`src/rtl/mem_access_pkg.sv`:
```
// Shared types and helpers for the MEM stage.
// Access-size codes, FSM state codes, lane/alignment helpers.
package mem_access_pkg;

   localparam logic [1:0] LS_B = 2'b00;
   localparam logic [1:0] LS_H = 2'b01;
   localparam logic [1:0] LS_W = 2'b10;

   typedef enum logic [1:0] {
      MEM_IDLE = 2'b00,
      MEM_REQ  = 2'b01,
      MEM_RESP = 2'b10,
      MEM_DONE = 2'b11
   } mem_state_e;

   // Halfwords need an even address; words (and any other size) need
   // a word-aligned address.
   function automatic logic misaligned(input logic [1:0] typ,
                                       input logic [1:0] off);
      logic r;
      r = 1'b0;
      if (typ == LS_H)
         r = off[0];
      else if (typ != LS_B)
         r = (off != 2'b00);
      return r;
   endfunction

   function automatic logic [3:0] store_be(input logic [1:0] typ,
                                           input logic [1:0] off);
      logic [3:0] be;
      be = 4'b1111;
      if (typ == LS_B)
         be = 4'b0001 << off;
      else if (typ == LS_H)
         be = 4'b0011 << off;
      return be;
   endfunction

endpackage

```
`src/rtl/mem_load_fmt.sv`:
```
// Load data formatter: lane-shifts bus read data and sign/zero extends.
// Ports: rdata_i, off_i (addr[1:0]), type_i, sign_i -> data_o.
module mem_load_fmt
   import mem_access_pkg::*;
#(
   parameter int XLEN = 32
) (
   input  logic [XLEN-1:0] rdata_i,
   input  logic [1:0]      off_i,
   input  logic [1:0]      type_i,
   input  logic            sign_i,
   output logic [XLEN-1:0] data_o
);

   logic [XLEN-1:0] sh;

   assign sh = rdata_i >> {off_i, 3'b000};

   always_comb begin
      data_o = sh;
      if (type_i == LS_B)
         data_o = {{(XLEN-8){sign_i & sh[7]}}, sh[7:0]};
      else if (type_i == LS_H)
         data_o = {{(XLEN-16){sign_i & sh[15]}}, sh[15:0]};
   end

endmodule

```
`src/rtl/mem_access.sv`:
```
// MEM pipeline stage: drives loads/stores on a req/gnt/rvalid data bus,
// stalls upstream via mem_hold, and registers MEM/WB results.
// Ports: EX/MEM inputs (MEM_*), dbus_* request/response, mem_hold,
// misalign/bus_err pulses, registered WB_rd_addr/WB_rd_data/WB_wen.
module mem_access
   import mem_access_pkg::*;
#(
   parameter int XLEN         = 32,
   parameter int RESP_TIMEOUT = 255
) (
   input  logic            clk,
   input  logic            rst,
   input  logic [XLEN-1:0] MEM_result,
   input  logic [XLEN-1:0] MEM_FD_rs2_data,
   input  logic [4:0]      MEM_rd_addr,
   input  logic            MEM_rmem,
   input  logic            MEM_wmem,
   input  logic            MEM_wen,
   input  logic [1:0]      MEM_mem_type,
   input  logic            MEM_mem_sign,
   output logic            dbus_req,
   output logic            dbus_we,
   output logic [XLEN-1:0] dbus_addr,
   output logic [3:0]      dbus_be,
   output logic [XLEN-1:0] dbus_wdata,
   input  logic            dbus_gnt,
   input  logic            dbus_rvalid,
   input  logic [XLEN-1:0] dbus_rdata,
   output logic            mem_hold,
   output logic            misalign,
   output logic            bus_err,
   output logic [4:0]      WB_rd_addr,
   output logic [XLEN-1:0] WB_rd_data,
   output logic            WB_wen
);

   localparam int CW = $clog2(RESP_TIMEOUT + 1);

   mem_state_e      state_q;
   logic [XLEN-1:0] addr_q;
   logic [XLEN-1:0] wdata_q;
   logic [XLEN-1:0] wdata_d;
   logic [3:0]      be_q;
   logic            we_q;
   logic [1:0]      type_q;
   logic            sign_q;
   logic [4:0]      rd_q;
   logic            wen_q;
   logic [CW-1:0]   cnt_q;
   logic [CW-1:0]   cnt_d;
   logic            misalign_q;
   logic            bus_err_q;
   logic            access;
   logic            mis;
   logic            start;
   logic            timeout;
   logic [XLEN-1:0] load_data;

   assign access  = MEM_rmem | MEM_wmem;
   assign mis     = misaligned(MEM_mem_type, MEM_result[1:0]);
   assign start   = access & ~mis;
   assign cnt_d   = cnt_q + 1'b1;
   assign timeout = (cnt_d == CW'(RESP_TIMEOUT));

   always_comb begin
      wdata_d = MEM_FD_rs2_data;
      if (MEM_mem_type == LS_B)
         wdata_d = {4{MEM_FD_rs2_data[7:0]}};
      else if (MEM_mem_type == LS_H)
         wdata_d = {2{MEM_FD_rs2_data[15:0]}};
   end

   mem_load_fmt #(.XLEN(XLEN)) u_fmt (
      .rdata_i (dbus_rdata),
      .off_i   (addr_q[1:0]),
      .type_i  (type_q),
      .sign_i  (sign_q),
      .data_o  (load_data)
   );

   assign dbus_req   = (state_q == MEM_REQ);
   assign dbus_we    = we_q;
   assign dbus_addr  = {addr_q[XLEN-1:2], 2'b00};
   assign dbus_be    = be_q;
   assign dbus_wdata = wdata_q;
   assign misalign   = misalign_q;
   assign bus_err    = bus_err_q;

   // Hold is released in DONE so upstream advances exactly once per access.
   // Gated by rst so the stall drops immediately on reset.
   assign mem_hold = ~rst & (((state_q == MEM_IDLE) & start) |
                             (state_q == MEM_REQ) |
                             (state_q == MEM_RESP));

   always_ff @(posedge clk or posedge rst) begin
      if (rst) begin
         state_q    <= MEM_IDLE;
         addr_q     <= '0;
         wdata_q    <= '0;
         be_q       <= '0;
         we_q       <= 1'b0;
         type_q     <= LS_W;
         sign_q     <= 1'b0;
         rd_q       <= '0;
         wen_q      <= 1'b0;
         cnt_q      <= '0;
         misalign_q <= 1'b0;
         bus_err_q  <= 1'b0;
         WB_rd_addr <= '0;
         WB_rd_data <= '0;
         WB_wen     <= 1'b0;
      end else begin
         misalign_q <= 1'b0;
         bus_err_q  <= 1'b0;
         unique case (state_q)
            MEM_IDLE: begin
               if (!access) begin
                  WB_rd_addr <= MEM_rd_addr;
                  WB_rd_data <= MEM_result;
                  WB_wen     <= MEM_wen;
               end else if (mis) begin
                  WB_wen     <= 1'b0;
                  misalign_q <= 1'b1;
               end else begin
                  addr_q  <= MEM_result;
                  be_q    <= store_be(MEM_mem_type, MEM_result[1:0]);
                  wdata_q <= wdata_d;
                  // Load wins when both rmem and wmem are set.
                  we_q    <= ~MEM_rmem;
                  type_q  <= MEM_mem_type;
                  sign_q  <= MEM_mem_sign;
                  rd_q    <= MEM_rd_addr;
                  wen_q   <= MEM_wen;
                  cnt_q   <= '0;
                  WB_wen  <= 1'b0;
                  state_q <= MEM_REQ;
               end
            end
            MEM_REQ: begin
               cnt_q <= cnt_d;
               if (dbus_gnt) begin
                  WB_wen  <= 1'b0;
                  state_q <= we_q ? MEM_DONE : MEM_RESP;
               end else if (timeout) begin
                  bus_err_q <= 1'b1;
                  WB_wen    <= 1'b0;
                  state_q   <= MEM_DONE;
               end
            end
            MEM_RESP: begin
               cnt_q <= cnt_d;
               if (dbus_rvalid) begin
                  WB_rd_data <= load_data;
                  WB_rd_addr <= rd_q;
                  WB_wen     <= wen_q;
                  state_q    <= MEM_DONE;
               end else if (timeout) begin
                  bus_err_q <= 1'b1;
                  WB_wen    <= 1'b0;
                  state_q   <= MEM_DONE;
               end
            end
            MEM_DONE: begin
               WB_wen  <= 1'b0;
               state_q <= MEM_IDLE;
            end
            default: state_q <= MEM_IDLE;
         endcase
      end
   end

endmodule

```
`config.mk`:
```
export PLATFORM = sky130hd
export DESIGN_NAME = mem_access
export DESIGN_NICKNAME = d
export VERILOG_FILES = /design/src/rtl/mem_access_pkg.sv /design/src/rtl/mem_load_fmt.sv /design/src/rtl/mem_access.sv
export SDC_FILE = /design/constraint.sdc
export NUM_CORES = 1
export LEC_CHECK = 0
export ABC_AREA = 1
export CORE_UTILIZATION = 50
export DETAILED_ROUTE_END_ITERATION = 10
export PLACE_DENSITY = 0.86
export SYNTH_ARGS = -nofsm -noshare
export SYNTH_HDL_FRONTEND = slang
export SYNTH_SLANG_ARGS = --single-unit
```
`constraint.sdc`:
```
create_clock -name clk -period 8.6 [get_ports clk]
set_input_delay 0.86 -clock clk [delete_from_list [all_inputs] [get_ports clk]]
set_output_delay 0.86 -clock clk [all_outputs]
set_load 0.01 [all_outputs]
```
==> flow_summary.yaml <==
floorplan:
  start_util: 0.520
  die_y_um: 117
  io_pins: 222
  die-area_mm2: 0.0137
  core_region_area_mm2: 0.0128
  die_w_um: 117
  fp-row-count: 41
global_route:
  antenna_found_initial: 0
  grt_pass1_wl_um: 29500
  grt_max_degree: 86
  grt_usage: 0.285
  first_global_vias: 5854
  gr-total-overflow: 0
clock_network:
  path_clk_slew_ns: 0.06
  postCtsSetupRepairBufs: 0
  hold_buffers: 0
  clock_latency_ns: 0.42
  cts_root_buf: "clkbuf_16"
  tritoncts: "built"
  cts_resized: 0
  cts_buffer_depth: 2
  cts.htree.levels: 4
  cts.sink_count: 128
  cts_buffers: 17
worst_setup_path:
  crit_path_end_kind: "output pin"
  rr_worst_depth: 11
  crit_type: "in -> out"
  r2r_slack_ns: 5.37
  crit_path_start_kind: "input pin"
  critical_path_peak_fanout: 28
  crit-reg2reg-launch: "addr_q[0]$_DFFE_PP0P_"
  r2r-end: "WB_rd_data[11]$_DFFE_PP0P_"
  arrival_ns: 3.28
  crit_required_ns: 7.74
hold_path:
  hold_start: "addr_q[21]$_DFFE_PP0P_"
  hold_path.class: "reg -> reg"
  min_to: "addr_q[21]$_DFFE_PP0P_"
  whs_path_depth: 2
logic_synthesis:
  synth_largest_area_cell: "dfrtp_1"
  synthTopCellsByArea: "dfrtp_1, nand2_1, o21ai_0"
  yosysSeqAreaShare: 0.483
  synth.most_common_cell: "nand2_1"
  synth_area_mm2: 0.00664
  avgSynthCellArea_um2: 7.83
  async_flop_share: 1.00
  synth_top_cell_area_share: 0.479
  ys.flop_type: "dfrtp_1"
  ys_seq_elements: 128
  synth-edff-count: 0
  synth_common_cells: "nand2_1, dfrtp_1, o21ai_0, inv_1, nor2_1"
  syn_inst: 848
  yosysWarnings: 0
  yosysUniqueCellTypes: 32
sta:
  period_share: 0.482
  timing.final.ws_setup_ns: 4.46
  setup_violations: 0
  slew_headroom: 0.297
  skew_ns: 0.00725
  fin_crit_ns: 4.14
  tns_ns: 0
  rsz0062_at_grt: "false"
  hold_viol: 0
  maxSlewViolCount: 0
  fmax_ghz: 0.241
  worst_pin_slew_ns: 1.05
layout:
  drive_above_1_share: 0.0458
  area_growth_pct: 39.6
  antenna_cells: 0
  nets: 1135
run_status:
  status: "finished, final reports clean"
placed_design:
  gp_congestion: 0.835
  portBuffers: 219
  post-place-ws_ns: 4.46
  dp_hpwl_um: 13200
route:
  vias: 6356
  routed_wl_um: 19400
  vias_per_cell: 5.30
  wl_per_cell_um: 16.2
  first_iter_violations: 491
  dr.pass1.iters: 5
  ant_nets: 0
  drc: 0
power:
  p_total_mw: 3.41
  p_per_area_mw_per_mm2: 369
  ir_worst_vdd_mv: 0.177
  p_leak_nw: 4.25
flow_run:
  cap_violations: 0
==> flip-flops by register name, summed over array words and instances, names as in the netlist <==
name and count:
dbus_wdata 32, addr_q 32, cnt_q 8, dbus_we 1
misalign 1, WB_rd_data 32, dbus_be 4, rd_q 5
wen_q 1, bus_err 1, state_q 2, WB_rd_addr 5
sign_q 1, WB_wen 1, type_q 2
==> cells by family (layout without fill, tap and decap cells) <==
| family | count (synthesis) | count (layout) | share of synthesized area |
|---|---|---|---|
| buffers and inverters | 127 | 305 | 0.0997 |
| DFF | 128 | 128 | 0.483 |
| muxes | 1 | 1 | 0.00151 |
| adders and majority gates | 10 | 10 | 0.0189 |
| AOI/OAI and AO/OA | 182 | 182 | 0.157 |
| and+or+nand+nor | 399 | 399 | 0.240 |
| other | 1 | 2 | 0.000565 |
==> layout by cell type (no fill, tap or decap), types with 17 or more instances in the layout <==
| master | Yosys | routed |
|---|---|---|
| a21oi_1 | 36 | 36 |
| nor2_1 | 43 | 43 |
| o21a_1 | 17 | 17 |
| inv_1 | 45 | 44 |
| nand2_1 | 306 | 306 |
| dfrtp_1 | 127 | 127 |
| o21ai_1 | 26 | 26 |
| nand3_1 | 33 | 33 |
| o21ai_0 | 64 | 64 |
| clkdlybuf4s50_1 | 0 | 219 |
| clkbuf_16 | 0 | 17 |
| o211ai_1 | 17 | 17 |
==> how the worst max path moves through the flow <==
stage | from | end | cells after the start
after floorplan | rst | WB_rd_addr[0]$_DFFE_PP0P_ | 1
after global placement | MEM_mem_type[1] | mem_hold | 8
after detailed placement | MEM_mem_type[1] | mem_hold | 8
after CTS | MEM_mem_type[1] | mem_hold | 8
after global routing | MEM_mem_type[1] | mem_hold | 8
final | MEM_mem_type[1] | mem_hold | 8
==> metal layers <==
metal  wire, µm  part of all wire  global-route usage  up-vias
met5          0                 0                   0        -
met4        465             0.024               0.105        0
li1           -                 -                   -     3076
met3       1590             0.082              0.0875       37
met1       8020              0.41               0.345     2982
met2       9320              0.48               0.480      261
==> critical path, cell delays in order <==
cell and delay (ns):
clkdlybuf4s50_1 1.17, inv_2 0.10, nand2_2 0.15, o22ai_2 0.10, nor3_4 0.14, inv_2 0.05, a31oi_1 0.12, clkdlybuf4s50_1 0.58
==> stage by stage <==
| step | hold WS [ns] | area, µm² | instances | utilization |
|---|---|---|---|---|
| after floorplan | 0.442 | 6640 | 849 | - |
| after global placement | 0.454 | 8610 | 1167 | 0.674 |
| after detailed placement | 0.459 | 8610 | 1167 | 0.674 |
| after CTS | 0.472 | 9260 | 1199 | 0.725 |
| after global routing | 0.491 | 9260 | 1199 | 0.725 |
| final | 0.468 | 9260 | 1199 | 0.725 |
==> power by group <==
part           switching (mW)  total (mW)  internal [mW]
registers               0.201        1.09          0.889
clock network           0.264       0.800          0.536
logic                   0.800        1.52          0.723
==> layout make-up <==
cell class / instances / area, µm²
well taps: 172 / 215
multi-input cells: 594 / 2770
fillers: 939 / 3510
clock buffers: 22 / 474
clock inverters: 10 / 181
repair buffers: 223 / 2220
inverters: 50 / 193
flip-flops and latches: 128 / 3200
(Power assumes the default switching activity.)
